**src/rtl/apb4_requester.sv**
```systemverilog
// apb4_requester: single-outstanding APB4 requester bridging a valid/ready
// command channel onto NUM_PERIPH completers (16-byte window each) and
// returning read data / error status on a valid/ready response channel.
// Optional ACCESS-phase timeout is built when APB4_REQ_TIMEOUT_EN is defined.
module apb4_requester #(
  parameter int ADDR_WIDTH     = 32,
  parameter int DATA_WIDTH     = 32,
  parameter int NUM_PERIPH     = 4,
  parameter int TIMEOUT_CYCLES = 16
) (
  input  logic                             PCLK,
  input  logic                             PRESETn,
  input  logic                             cmd_valid,
  output logic                             cmd_ready,
  input  logic                             cmd_write,
  input  logic [ADDR_WIDTH-1:0]            cmd_addr,
  input  logic [DATA_WIDTH-1:0]            cmd_wdata,
  input  logic [DATA_WIDTH/8-1:0]          cmd_strb,
  input  logic [2:0]                       cmd_prot,
  output logic                             rsp_valid,
  input  logic                             rsp_ready,
  output logic [DATA_WIDTH-1:0]            rsp_rdata,
  output logic                             rsp_err,
  output logic [ADDR_WIDTH-1:0]            PADDR,
  output logic [2:0]                       PPROT,
  output logic [NUM_PERIPH-1:0]            PSEL,
  output logic                             PENABLE,
  output logic                             PWRITE,
  output logic [DATA_WIDTH-1:0]            PWDATA,
  output logic [DATA_WIDTH/8-1:0]          PSTRB,
  input  logic [NUM_PERIPH*DATA_WIDTH-1:0] PRDATA,
  input  logic [NUM_PERIPH-1:0]            PREADY,
  input  logic [NUM_PERIPH-1:0]            PSLVERR
);

  localparam int STRB_WIDTH = DATA_WIDTH / 8;
  localparam int IDX_WIDTH  = ADDR_WIDTH - 4;
  localparam logic [IDX_WIDTH-1:0] NUM_PERIPH_IDX = IDX_WIDTH'(NUM_PERIPH);

  typedef enum logic [1:0] {IDLE, SETUP, ACCESS, RESP} state_t;

  state_t                  state, state_d;
  logic                    cmd_ready_d, rsp_valid_d, rsp_err_d;
  logic [DATA_WIDTH-1:0]   rsp_rdata_d, pwdata_d, rdata_sel;
  logic [ADDR_WIDTH-1:0]   paddr_d;
  logic [2:0]              pprot_d;
  logic [NUM_PERIPH-1:0]   psel_d;
  logic                    penable_d, pwrite_d;
  logic [STRB_WIDTH-1:0]   pstrb_d;
  logic                    pready_sel, pslverr_sel;
  logic [IDX_WIDTH-1:0]    cmd_idx;

`ifdef APB4_REQ_TIMEOUT_EN
  localparam logic [7:0] TIMEOUT_LAST = 8'(TIMEOUT_CYCLES - 1);
  logic [7:0] to_cnt, to_cnt_d;
`endif

  // Reject an out-of-range timeout at elaboration time
  if (TIMEOUT_CYCLES < 1 || TIMEOUT_CYCLES > 255) begin : g_bad_timeout
    $error("apb4_requester: TIMEOUT_CYCLES must be within 1..255");
  end

  assign cmd_idx     = cmd_addr[ADDR_WIDTH-1:4];
  assign pready_sel  = |(PREADY & PSEL);
  assign pslverr_sel = |(PSLVERR & PSEL);

  // AND-OR mux of the selected PRDATA slice; unselected slices are masked off
  always_comb begin
    rdata_sel = '0;
    for (int k = 0; k < NUM_PERIPH; k++) begin
      rdata_sel = rdata_sel | (PRDATA[k*DATA_WIDTH +: DATA_WIDTH] & {DATA_WIDTH{PSEL[k]}});
    end
  end

  // Next-state and next-output logic; every output is registered below
  always_comb begin
    state_d     = state;
    cmd_ready_d = cmd_ready;
    rsp_valid_d = rsp_valid;
    rsp_err_d   = rsp_err;
    rsp_rdata_d = rsp_rdata;
    paddr_d     = PADDR;
    pprot_d     = PPROT;
    psel_d      = PSEL;
    penable_d   = PENABLE;
    pwrite_d    = PWRITE;
    pwdata_d    = PWDATA;
    pstrb_d     = PSTRB;
`ifdef APB4_REQ_TIMEOUT_EN
    to_cnt_d    = to_cnt;
`endif
    case (state)
      IDLE: begin
        cmd_ready_d = 1'b1;
        psel_d      = '0;
        penable_d   = 1'b0;
        pstrb_d     = '0;
        if (cmd_valid && cmd_ready) begin
          cmd_ready_d = 1'b0;
          if (cmd_idx < NUM_PERIPH_IDX) begin
            state_d  = SETUP;
            psel_d   = NUM_PERIPH'(1) << cmd_idx;
            paddr_d  = cmd_addr;
            pwrite_d = cmd_write;
            pprot_d  = cmd_prot;
            pwdata_d = cmd_wdata;
            pstrb_d  = cmd_write ? cmd_strb : '0;
          end else begin
            state_d     = RESP;
            rsp_valid_d = 1'b1;
            rsp_err_d   = 1'b1;
            rsp_rdata_d = '0;
          end
        end
      end
      SETUP: begin
        state_d   = ACCESS;
        penable_d = 1'b1;
`ifdef APB4_REQ_TIMEOUT_EN
        to_cnt_d  = 8'd0;
`endif
      end
      ACCESS: begin
        if (pready_sel) begin
          state_d     = RESP;
          rsp_valid_d = 1'b1;
          rsp_err_d   = pslverr_sel;
          rsp_rdata_d = (!PWRITE && !pslverr_sel) ? rdata_sel : '0;
          psel_d      = '0;
          penable_d   = 1'b0;
          pstrb_d     = '0;
        end
`ifdef APB4_REQ_TIMEOUT_EN
        else if (to_cnt == TIMEOUT_LAST) begin
          state_d     = RESP;
          rsp_valid_d = 1'b1;
          rsp_err_d   = 1'b1;
          rsp_rdata_d = '0;
          psel_d      = '0;
          penable_d   = 1'b0;
          pstrb_d     = '0;
        end else begin
          to_cnt_d = to_cnt + 8'd1;
        end
`endif
      end
      RESP: begin
        cmd_ready_d = 1'b0;
        if (rsp_ready) begin
          state_d     = IDLE;
          rsp_valid_d = 1'b0;
          cmd_ready_d = 1'b1;
        end
      end
      default: state_d = IDLE;
    endcase
  end

  // State and output registers; reset drops any in-flight transfer
  always_ff @(posedge PCLK or negedge PRESETn) begin
    if (!PRESETn) begin
      state     <= IDLE;
      cmd_ready <= 1'b0;
      rsp_valid <= 1'b0;
      rsp_err   <= 1'b0;
      rsp_rdata <= '0;
      PADDR     <= '0;
      PPROT     <= '0;
      PSEL      <= '0;
      PENABLE   <= 1'b0;
      PWRITE    <= 1'b0;
      PWDATA    <= '0;
      PSTRB     <= '0;
`ifdef APB4_REQ_TIMEOUT_EN
      to_cnt    <= 8'd0;
`endif
    end else begin
      state     <= state_d;
      cmd_ready <= cmd_ready_d;
      rsp_valid <= rsp_valid_d;
      rsp_err   <= rsp_err_d;
      rsp_rdata <= rsp_rdata_d;
      PADDR     <= paddr_d;
      PPROT     <= pprot_d;
      PSEL      <= psel_d;
      PENABLE   <= penable_d;
      PWRITE    <= pwrite_d;
      PWDATA    <= pwdata_d;
      PSTRB     <= pstrb_d;
`ifdef APB4_REQ_TIMEOUT_EN
      to_cnt    <= to_cnt_d;
`endif
    end
  end

endmodule

```
**config.mk**
```make
export PLATFORM = sky130hd
export DESIGN_NAME = apb4_requester
export DESIGN_NICKNAME = d
export VERILOG_FILES = /design/src/rtl/apb4_requester.sv
export SDC_FILE = /design/constraint.sdc
export NUM_CORES = 1
export LEC_CHECK = 0
export ABC_AREA = 1
export CAP_MARGIN = 20
export CORE_AREA = 4 4 158 160
export DETAILED_ROUTE_END_ITERATION = 10
export DIE_AREA = 0 0 162 164
export SLEW_MARGIN = 0
export SYNTH_ARGS = -nofsm -noshare
export SYNTH_HDL_FRONTEND = slang
export SYNTH_SLANG_ARGS = --single-unit
```
**constraint.sdc**
```tcl
create_clock -name PCLK -period 1.82 [get_ports PCLK]
set_input_delay 0.182 -clock PCLK [delete_from_list [all_inputs] [get_ports PCLK]]
set_output_delay 0.182 -clock PCLK [all_outputs]
set_load 0.01 [all_outputs]
```
== Word level (Yosys, flattened, before mapping) ==
Index checks and enable logic that the tools add are counted.
Storage, ports and cells
  bits of input ports: 212
  output and inout port bits: 112
  logic and storage cells: 77
  bits in registers: 114
Operators by class
  $lt $le $gt $ge: 1
  shift-type cells: 1
  mux-type cells: 30
  bitwise operators: 9
  equal/unequal tests: 7
  reductions and logical operators: 17
Operator list (count)
  $and A32 B32 Y32: 4
  $mux W32: 4
  $or A32 B32 Y32: 3
  $pmux W32 S2: 1
  $lt A28 B3 Y1 const B: 1
  $shl A1 B28 Y4 const A: 1
  $mux W4: 6
  $pmux W4 S2: 2
  $and A4 B4 Y4: 2
  $mux W1: 8
  $mux W2: 4
  $ne A2 B2 Y1 const B: 4
  $pmux W2 S4: 1
  $reduce_or A4 Y1: 2
  $pmux W1 S3: 2
  $reduce_and A3 Y1: 2
  $reduce_bool A3 Y1: 2
  $reduce_and A5 Y1: 1
  $eq A2 B2 Y1 const B: 2
  $pmux W1 S2: 2
  $reduce_and A2 Y1: 2
  $reduce_and A4 Y1: 1
  $reduce_bool A2 Y1: 2
  $eq A2 B1 Y1 const B: 1
  3 further kinds: 5

== Longest topological paths before layout ==
Gate-level depths: netlist of the first run.
  word-level depth: 7
  gate-level depth with buffers: 11
  gate-level depth less buffers: 10

== Worst setup path after synthesis of the first run ==
OpenSTA, ideal clock, no wires.
  path kind: reg-to-reg
  start: reg state[0]
  end: reg rsp_err
  data arrival time: 1.487 ns
  setup time: 0.117 ns
  required time: 1.703 ns
  setup slack: 0.216 ns
  buffers on the path: 2
  cell stages (with the launch flop): 10
  clock period less this slack: 1.604 ns
  cell sequence: dfrtp_1 inv_1 ha_1 clkbuf_1 nor2_1 nor2_4 nand2_2 buf_4 nand2_1 nand2_1
Between the ends
  word-level cells in the longest chain between the ends: 3
  elaborated cells on any way between the ends: 8
  classes of those cells: eq/ne: 4; mux: 1; reduce/logical: 3
Ends and longest elaborated chain
  start, declared: line 42  | state_t state, state_d;
  start signal, assigned: line 178  | state <= state_d;
  $eq A2 B2 Y1 or $logic_not A2 Y1 (tied branches): line 92  | case (state)
  $ne A2 B2 Y1 (no source line) or $reduce_bool A2 Y1 (tied branches)
  $reduce_and A4 Y1 (no source line)
  end signal, assigned: line 181  | rsp_err <= rsp_err_d;
  end, declared: line 23  | output logic rsp_err,
Parallel ways exist; a longest one is shown, timed or not.
A chain may end at the register's enable or synchronous reset.

== Worst setup path in the final report of the first run ==
  start: reg PSEL[2]
  end: out PSEL[2]
RTL lines
  start, declared: line 26  | output logic [NUM_PERIPH-1:0] PSEL,
  start signal, assigned: line 185  | PSEL <= psel_d;
No word-level cell between the ends.

==> results.json, run 1 <==
{
  "cts_buffer_depth": 2,
  "rr_worst_depth": 9,
  "rows": 56,
  "arrival_ns": 1.58,
  "p_per_area_nw_per_um2": 812,
  "vias": 5759,
  "peakVddDrop_mv": 0.687,
  "dieArea_sq_um": 26600,
  "dp_hpwl_um": 16400,
  "fp.coreArea_sq_um": 23400,
  "skew_ns": 0.00693,
  "synth_nets": 911,
  "placed_area_sq_um": 9480,
  "max_stage_delay_ns": 0.55,
  "grt_max_degree": 59,
  "gp_congestion": 0.805,
  "maxCapViolCount": 0,
  "crit_family": "buffers and inverters",
  "synth_edf_count": 0,
  "synth_compound_area_share_pct": 17.0,
  "post-route-period-util_pct": 96.9,
  "dr.pass1.iters": 4,
  "syn_area_per_cell_sq_um": 8.34,
  "drt_first_iter_violations": 228,
  "antenna_found_initial": 1,
  "ant_nets": 0,
  "path_max_fanout": 17,
  "netlist_area_sq_um": 5790,
  "max_freq_mhz": 567,
  "internal_power_mw": 5.87,
  "tightest_slew_ns": 0.374,
  "hold_class": "input port to asynchronous set/reset pin",
  "clkSinkCount": 114,
  "maxSlewHeadroom_pct": 75.1,
  "dieWidth_um": 162,
  "yosys.area_share.adder_pct": 0.864,
  "multiInputGateArea_sq_um": 2390,
  "hold_violations": 0,
  "combPwrFrac_pct": 27.1,
  "power_frac_clock_pct": 40.7,
  "die_h_um": 164,
  "gr-total-overflow": 0,
  "endpoint": "PSEL[2]",
  "endpoint_kind": "output port",
  "synthFlopType": "dfrtp_1",
  "drive_gt1_share_pct": 10.1,
  "yosysWarnings": 0,
  "n_fill_cell": 2332,
  "synthSimpleGateAreaFrac_pct": 23.0,
  "nNetsFinal": 1241,
  "syn2layout_area_growth_pct": 76.3,
  "status": "finished, final reports clean",
  "drcViolationCount": 0,
  "synth_most_common_cell": "nand2_1",
  "synth.area.top_cells": "dfrtp_1, nand2_1, a22o_1, nor2_1, inv_1",
  "synthDistinctLibCells": 27,
  "worstReg2RegEnd": "rsp_rdata[2]$_DFFE_PN0P_",
  "worstPathRequired_ns": 1.64,
  "timing.critical_path.from": "PSEL[2]$_DFFE_PN0P_",
  "synth_top_family_by_area": "simple AND/OR/NAND/NOR gates",
  "seqPwrFrac_pct": 32.1,
  "worst-r2r-setup-slack_ns": 0.17,
  "worstSetupStartpointType": "flop",
  "critical_path_class": "flop to output port",
  "grt_pass1_vias": 5944,
  "cp.buffers_inverters": 2,
  "wl_um": 21400,
  "final_cell_area_sq_um": 10200,
  "regArea_sq_um": 2860,
  "cts_root_buffer": "clkbuf_16",
  "cts_tree": "done",
  "path_clk_slew_ns": 0.05,
  "worstSetupPathDepth": 2,
  "cts_inserted_buffers": 17,
  "p_leak_nw": 4.81,
  "fin_util_pct": 43.6,
  "muxShareOfSynthArea_pct": 0,
  "yosysTopAreaCellShare_pct": 49.2,
  "power.share.switching_pct": 29.3,
  "start_util_pct": 24.8,
  "min_period_ns": 1.76,
  "grt.total_usage_pct": 15.9,
  "cts_htree_levels": 4,
  "async_reset_ff_share_pct": 100,
  "wire_per_inst_um": 15.8,
  "r2r_start": "state[1]$_DFFE_PN0P_",
  "ys_seq_area_share_pct": 49.2,
  "yosysTopAreaCell": "dfrtp_1",
  "p_sw_mw": 2.43,
  "viasPerCell": 4.24,
  "crit_slowest_cell": "clkdlybuf4s50_1",
  "syn_inst": 695,
  "netlist_top_cells_count": "nand2_1, dfrtp_1, nor2_1",
  "drv_slew": 0,
  "rsz0062_at_grt": "false",
  "yosys.area_share.xor_xnor_pct": 0,
  "io_pins": 324,
  "portBuffers": 323,
  "grt_pass1_wl_um": 33000,
  "synth-seq-cells": 114,
  "clk_latency_ns": 0.41,
  "setup_viol": 0,
  "crit_path_cell_trace": "buf_12 > clkdlybuf4s50_1"
}
## layer usage
metal / routed length [um] / vias to the layer above / global-route usage, % / part of all wire (%)
met2: 10500 / 170 / 27.2 / 49
met4: 419 / 0 / 5.07 / 2.0
li1: - / 2893 / - / -
met5: 0 / - / 0 / 0
met3: 1460 / 24 / 4.79 / 6.8
met1: 9060 / 2672 / 19.2 / 42
## per-stage QoR
step           setup TNS, ns  power, mW  instances  hold slack, ns  setup WS (ns)
6_report                   0       8.30       1357           0.233         0.0564
5_1_grt                    0       8.74       1357           0.256         0.0119
4_1_cts                    0       8.38       1353           0.223         0.0102
3_5_place_dp           -1.05       4.93       1319           0.128        -0.0423
3_3_place_gp           -1.87       4.93       1319           0.128        -0.0424
2_1_floorplan              0       3.73        695          -0.114          0.216
## sequential cells by signal (all words and copies together) (netlist names)
name,flops
PADDR,32
PENABLE,1
PPROT,3
PSEL,4
PSTRB,4
PWDATA,32
PWRITE,1
cmd_ready,1
rsp_err,1
rsp_rdata,32
rsp_valid,1
state,2
## logic make-up (layout without fill, tap and decap cells)
logic type,count (synthesis),in the layout
adder cells (fa/ha/maj),4,4
buffers and inverters,127,469
AO/OA/AOI/OAI,124,124
other,0,1
flip-flops,114,114
AND/OR/NAND/NOR,326,326
## power groups by stage
stage	clock (mW)	sequential (mW)	combinational [mW]
2_1_floorplan	0	2.71	1.02
3_3_place_gp	0	2.70	2.23
3_5_place_dp	0	2.70	2.23
4_1_cts	3.48	2.66	2.25
5_1_grt	3.59	2.68	2.48
6_report	3.38	2.67	2.25
## worst register-to-register path, delay by kind of cell (launching register included)
kind,cells,cell delay (ns)
buf+inv,2,0.26
fa+ha+maj,1,0.22
simple gates,6,0.62
flops,1,0.43
## how the worst min path moves through the flow
stage | startpoint | cells after the start | slack, ns | to
2_1_floorplan | PRESETn | 0 | -0.11 | PADDR[0]$_DFFE_PN0P_
3_3_place_gp | PRESETn | 1 | 0.13 | PADDR[16]$_DFFE_PN0P_
5_1_grt | PRESETn | 2 | 0.26 | PADDR[16]$_DFFE_PN0P_
3_5_place_dp | PRESETn | 1 | 0.13 | PADDR[16]$_DFFE_PN0P_
6_report | PRESETn | 2 | 0.23 | PWDATA[18]$_DFFE_PN0P_
4_1_cts | PRESETn | 2 | 0.22 | PADDR[16]$_DFFE_PN0P_
## cell type report
| cell class | instances | area share (%) |
|---|---|---|
| repair buffers | 353 | 35.8 |
| inverters | 85 | 3.12 |
| flip-flops and latches | 114 | 28.0 |
| well taps | 319 | 3.91 |
| multi-input cells | 454 | 23.4 |
| clock buffers | 21 | 4.51 |
| clock inverters | 10 | 1.31 |
| diodes | 1 | 0.0245 |
## cells in the final DEF, fill, tap and decap left out, types with 6 or more instances in the layout
cell             count
a21oi_1              6
nand2_1            167
inv_1               83
buf_12              11
clkbuf_16           17
nor2_1             102
a22o_1              64
buf_4               16
o21ai_0              8
o21ai_1             12
clkdlybuf4s50_1    321
o21ai_2             30
nand3_1             42
dfrtp_1            110
## what timing repair did
item	4_1_cts	5_1_grt
hold endpoints to repair	21	0
buffers inserted	0	3
pin swaps	0	0
gates resized for setup	10	5
setup endpoints to repair	4	44
cloned	2	0
hold buffers	1	0
No activity file was read; power rests on OpenSTA's default activity.
==> run 2: changes to the inputs <==
GPL_ROUTABILITY_DRIVEN = 0   (was not set)
PLACE_DENSITY_LB_ADDON = 0.15   (was not set)
==> run 2 against run 1 <==
Die area stayed put; critical path depth stayed put; power rose by 2.5%; combinational power rose by 3%; sequential share of layout area shrank 0.13 points; clock skew rose by 0.010 ns; largest cell class unchanged; global-route usage shrank 0.11 points; critical path type unchanged; design area increased by 0.42%; worst hold slack got worse by 0.013 ns.
==> results.json, run 2 (synthesis results as in run 1) <==
{
  "hold_class": "input port to asynchronous set/reset pin",
  "worstSetupStartpointType": "flop",
  "skew_ns": 0.0172,
  "wl_um": 21300,
  "dp_hpwl_um": 16000,
  "setup_viol": 0,
  "p_per_area_nw_per_um2": 829,
  "ant_nets": 0,
  "rows": 56,
  "arrival_ns": 1.56,
  "path_max_fanout": 16,
  "drive_gt1_share_pct": 10.4,
  "clk_latency_ns": 0.42,
  "die_h_um": 164,
  "worst-r2r-setup-slack_ns": 0.15,
  "antenna_cells": 0,
  "cts_buffer_depth": 2,
  "timing.critical_path.from": "PSEL[0]$_DFFE_PN0P_",
  "dieArea_sq_um": 26600,
  "dp_slack_ns": -0.0728,
  "layout_commonest_cell": "clkdlybuf4s50_1",
  "status": "finished, final reports clean",
  "portBuffers": 323,
  "tightest_slew_ns": 0.362,
  "cts_tree": "done",
  "drv_slew": 0,
  "dieWidth_um": 162,
  "viasPerCell": 4.24,
  "gr-total-overflow": 0,
  "wire_per_inst_um": 15.7,
  "path_clk_slew_ns": 0.06,
  "grt.total_usage_pct": 15.8,
  "cts_inserted_buffers": 17,
  "hold_violations": 0,
  "clkSinkCount": 114,
  "drt_first_iter_violations": 282,
  "dr.pass1.iters": 4,
  "vias": 5761,
  "instances_no_fill": 1359,
  "drcViolationCount": 0,
  "rsz0062_at_grt": "false",
  "placedCellCount": 1322,
  "n_fill_cell": 2399,
  "peakVddDrop_mv": 0.550,
  "io_pins": 324,
  "endpoint_kind": "output port",
  "cts_htree_levels": 4,
  "start_util_pct": 24.8,
  "post-route-period-util_pct": 95.9,
  "cts_root_buffer": "clkbuf_16",
  "reg_top3": "PADDR: 32 flops, PWDATA: 32 flops, rsp_rdata: 32 flops",
  "nNetsFinal": 1244,
  "grt_pass1_wl_um": 32700,
  "critical_path_class": "flop to output port",
  "maxSlewHeadroom_pct": 75.8,
  "p_leak_nw": 4.85,
  "setup_ws_ns": 0.0741,
  "fp.coreArea_sq_um": 23400,
  "max_freq_mhz": 573,
  "layout_common_cells": "clkdlybuf4s50_1, nand2_1, dfrtp_1",
  "antenna_found_initial": 0,
  "r2r_start": "state[0]$_DFFE_PN0P_",
  "syn2layout_area_growth_pct": 77.1,
  "grt_max_degree": 63,
  "min_period_ns": 1.75,
  "maxCapViolCount": 0,
  "grt_pass1_vias": 5753,
  "worstPathRequired_ns": 1.64
}
## run 2: changes by cell type in the layout (fill, tap and decap cells not counted), moves of 2 or more
| cell | previous run | this run |
|---|---|---|
| clkbuf_8 | 2 | 0 |
| inv_2 | 2 | 0 |
| nor2_2 | 0 | 2 |
| nor2_1 | 102 | 100 |
| inv_1 | 83 | 85 |
| inv_6 | 0 | 2 |
| buf_4 | 16 | 18 |
## run 2: final cells by class
| cell class | count | area [sq um] | share of cell area [%] |
|---|---|---|---|
| Clock buffer | 18 | 429 | 4.18 |
| Clock inverter | 13 | 185 | 1.81 |
| Inverter | 85 | 319 | 3.11 |
| Multi-Input combinational cell | 454 | 2390 | 23.3 |
| Sequential cell | 114 | 2860 | 27.8 |
| Tap cell | 319 | 399 | 3.89 |
| Timing Repair Buffer | 356 | 3680 | 35.9 |
## run 2: report_power, final
part / total [mW] / leakage (nW) / switching (mW) / internal (mW)
Clock: 3.53 / 0.297 / 1.24 / 2.29
Combinational: 2.32 / 2.98 / 1.22 / 1.10
Sequential: 2.66 / 1.57 / 0.0519 / 2.61
Total: 8.51 / 4.85 / 2.51 / 6.00
## run 2: critical path, cell delays in order (launching register included)
cell	delay [ns]
dfrtp_1	0.41
buf_8	0.19
clkdlybuf4s50_1	0.56
## run 2: through the flow
| step | power [mW] | hold WS (ns) | TNS [ns] | utilization, % | cell area, sq um |
|---|---|---|---|---|---|
| final | 8.51 | 0.219 | 0 | 43.8 | 10300 |
| after global routing | 8.97 | 0.258 | 0 | 43.8 | 10300 |
| after CTS | 8.60 | 0.219 | 0 | 43.7 | 10200 |
| after detailed placement | 5.00 | 0.121 | -3.43 | 40.7 | 9520 |
| after global placement | 5.01 | 0.120 | -1.51 | 40.7 | 9520 |
| after floorplan | 3.73 | -0.114 | 0 | - | 5790 |
## run 2: what timing repair did
action / 4_1_cts / 5_1_grt
endpoints found under the hold margin: 20 / 0
pin swaps: 0 / 1
cloned: 2 / 0
hold buffers: 1 / 0
setup buffers: 2 / 1
endpoints found under the setup margin: 4 / 41
gates resized for setup: 4 / 7
## run 2: final timing paths
path	cells past startpoint	endpoint
worst max-delay path	2	PSEL[0]
worst min-delay path	2	PADDR[12]$_DFFE_PN0P_
worst max register to register	9	rsp_rdata[18]$_DFFE_PN0P_
worst min register to register	2	PADDR[24]$_DFFE_PN0P_
max in group asynchronous	3	PSEL[1]$_DFFE_PN0P_
min in group PCLK	3	PPROT[0]$_DFFE_PN0P_
## run 2: layer usage
metal  wire length (um)  vias up  track usage [%]
met4                184        0             3.34
met5                  0        -                0
met2              10200      200             26.4
met1               9110     2638             19.7
li1                   -     2909                -
met3               1800       14             5.75
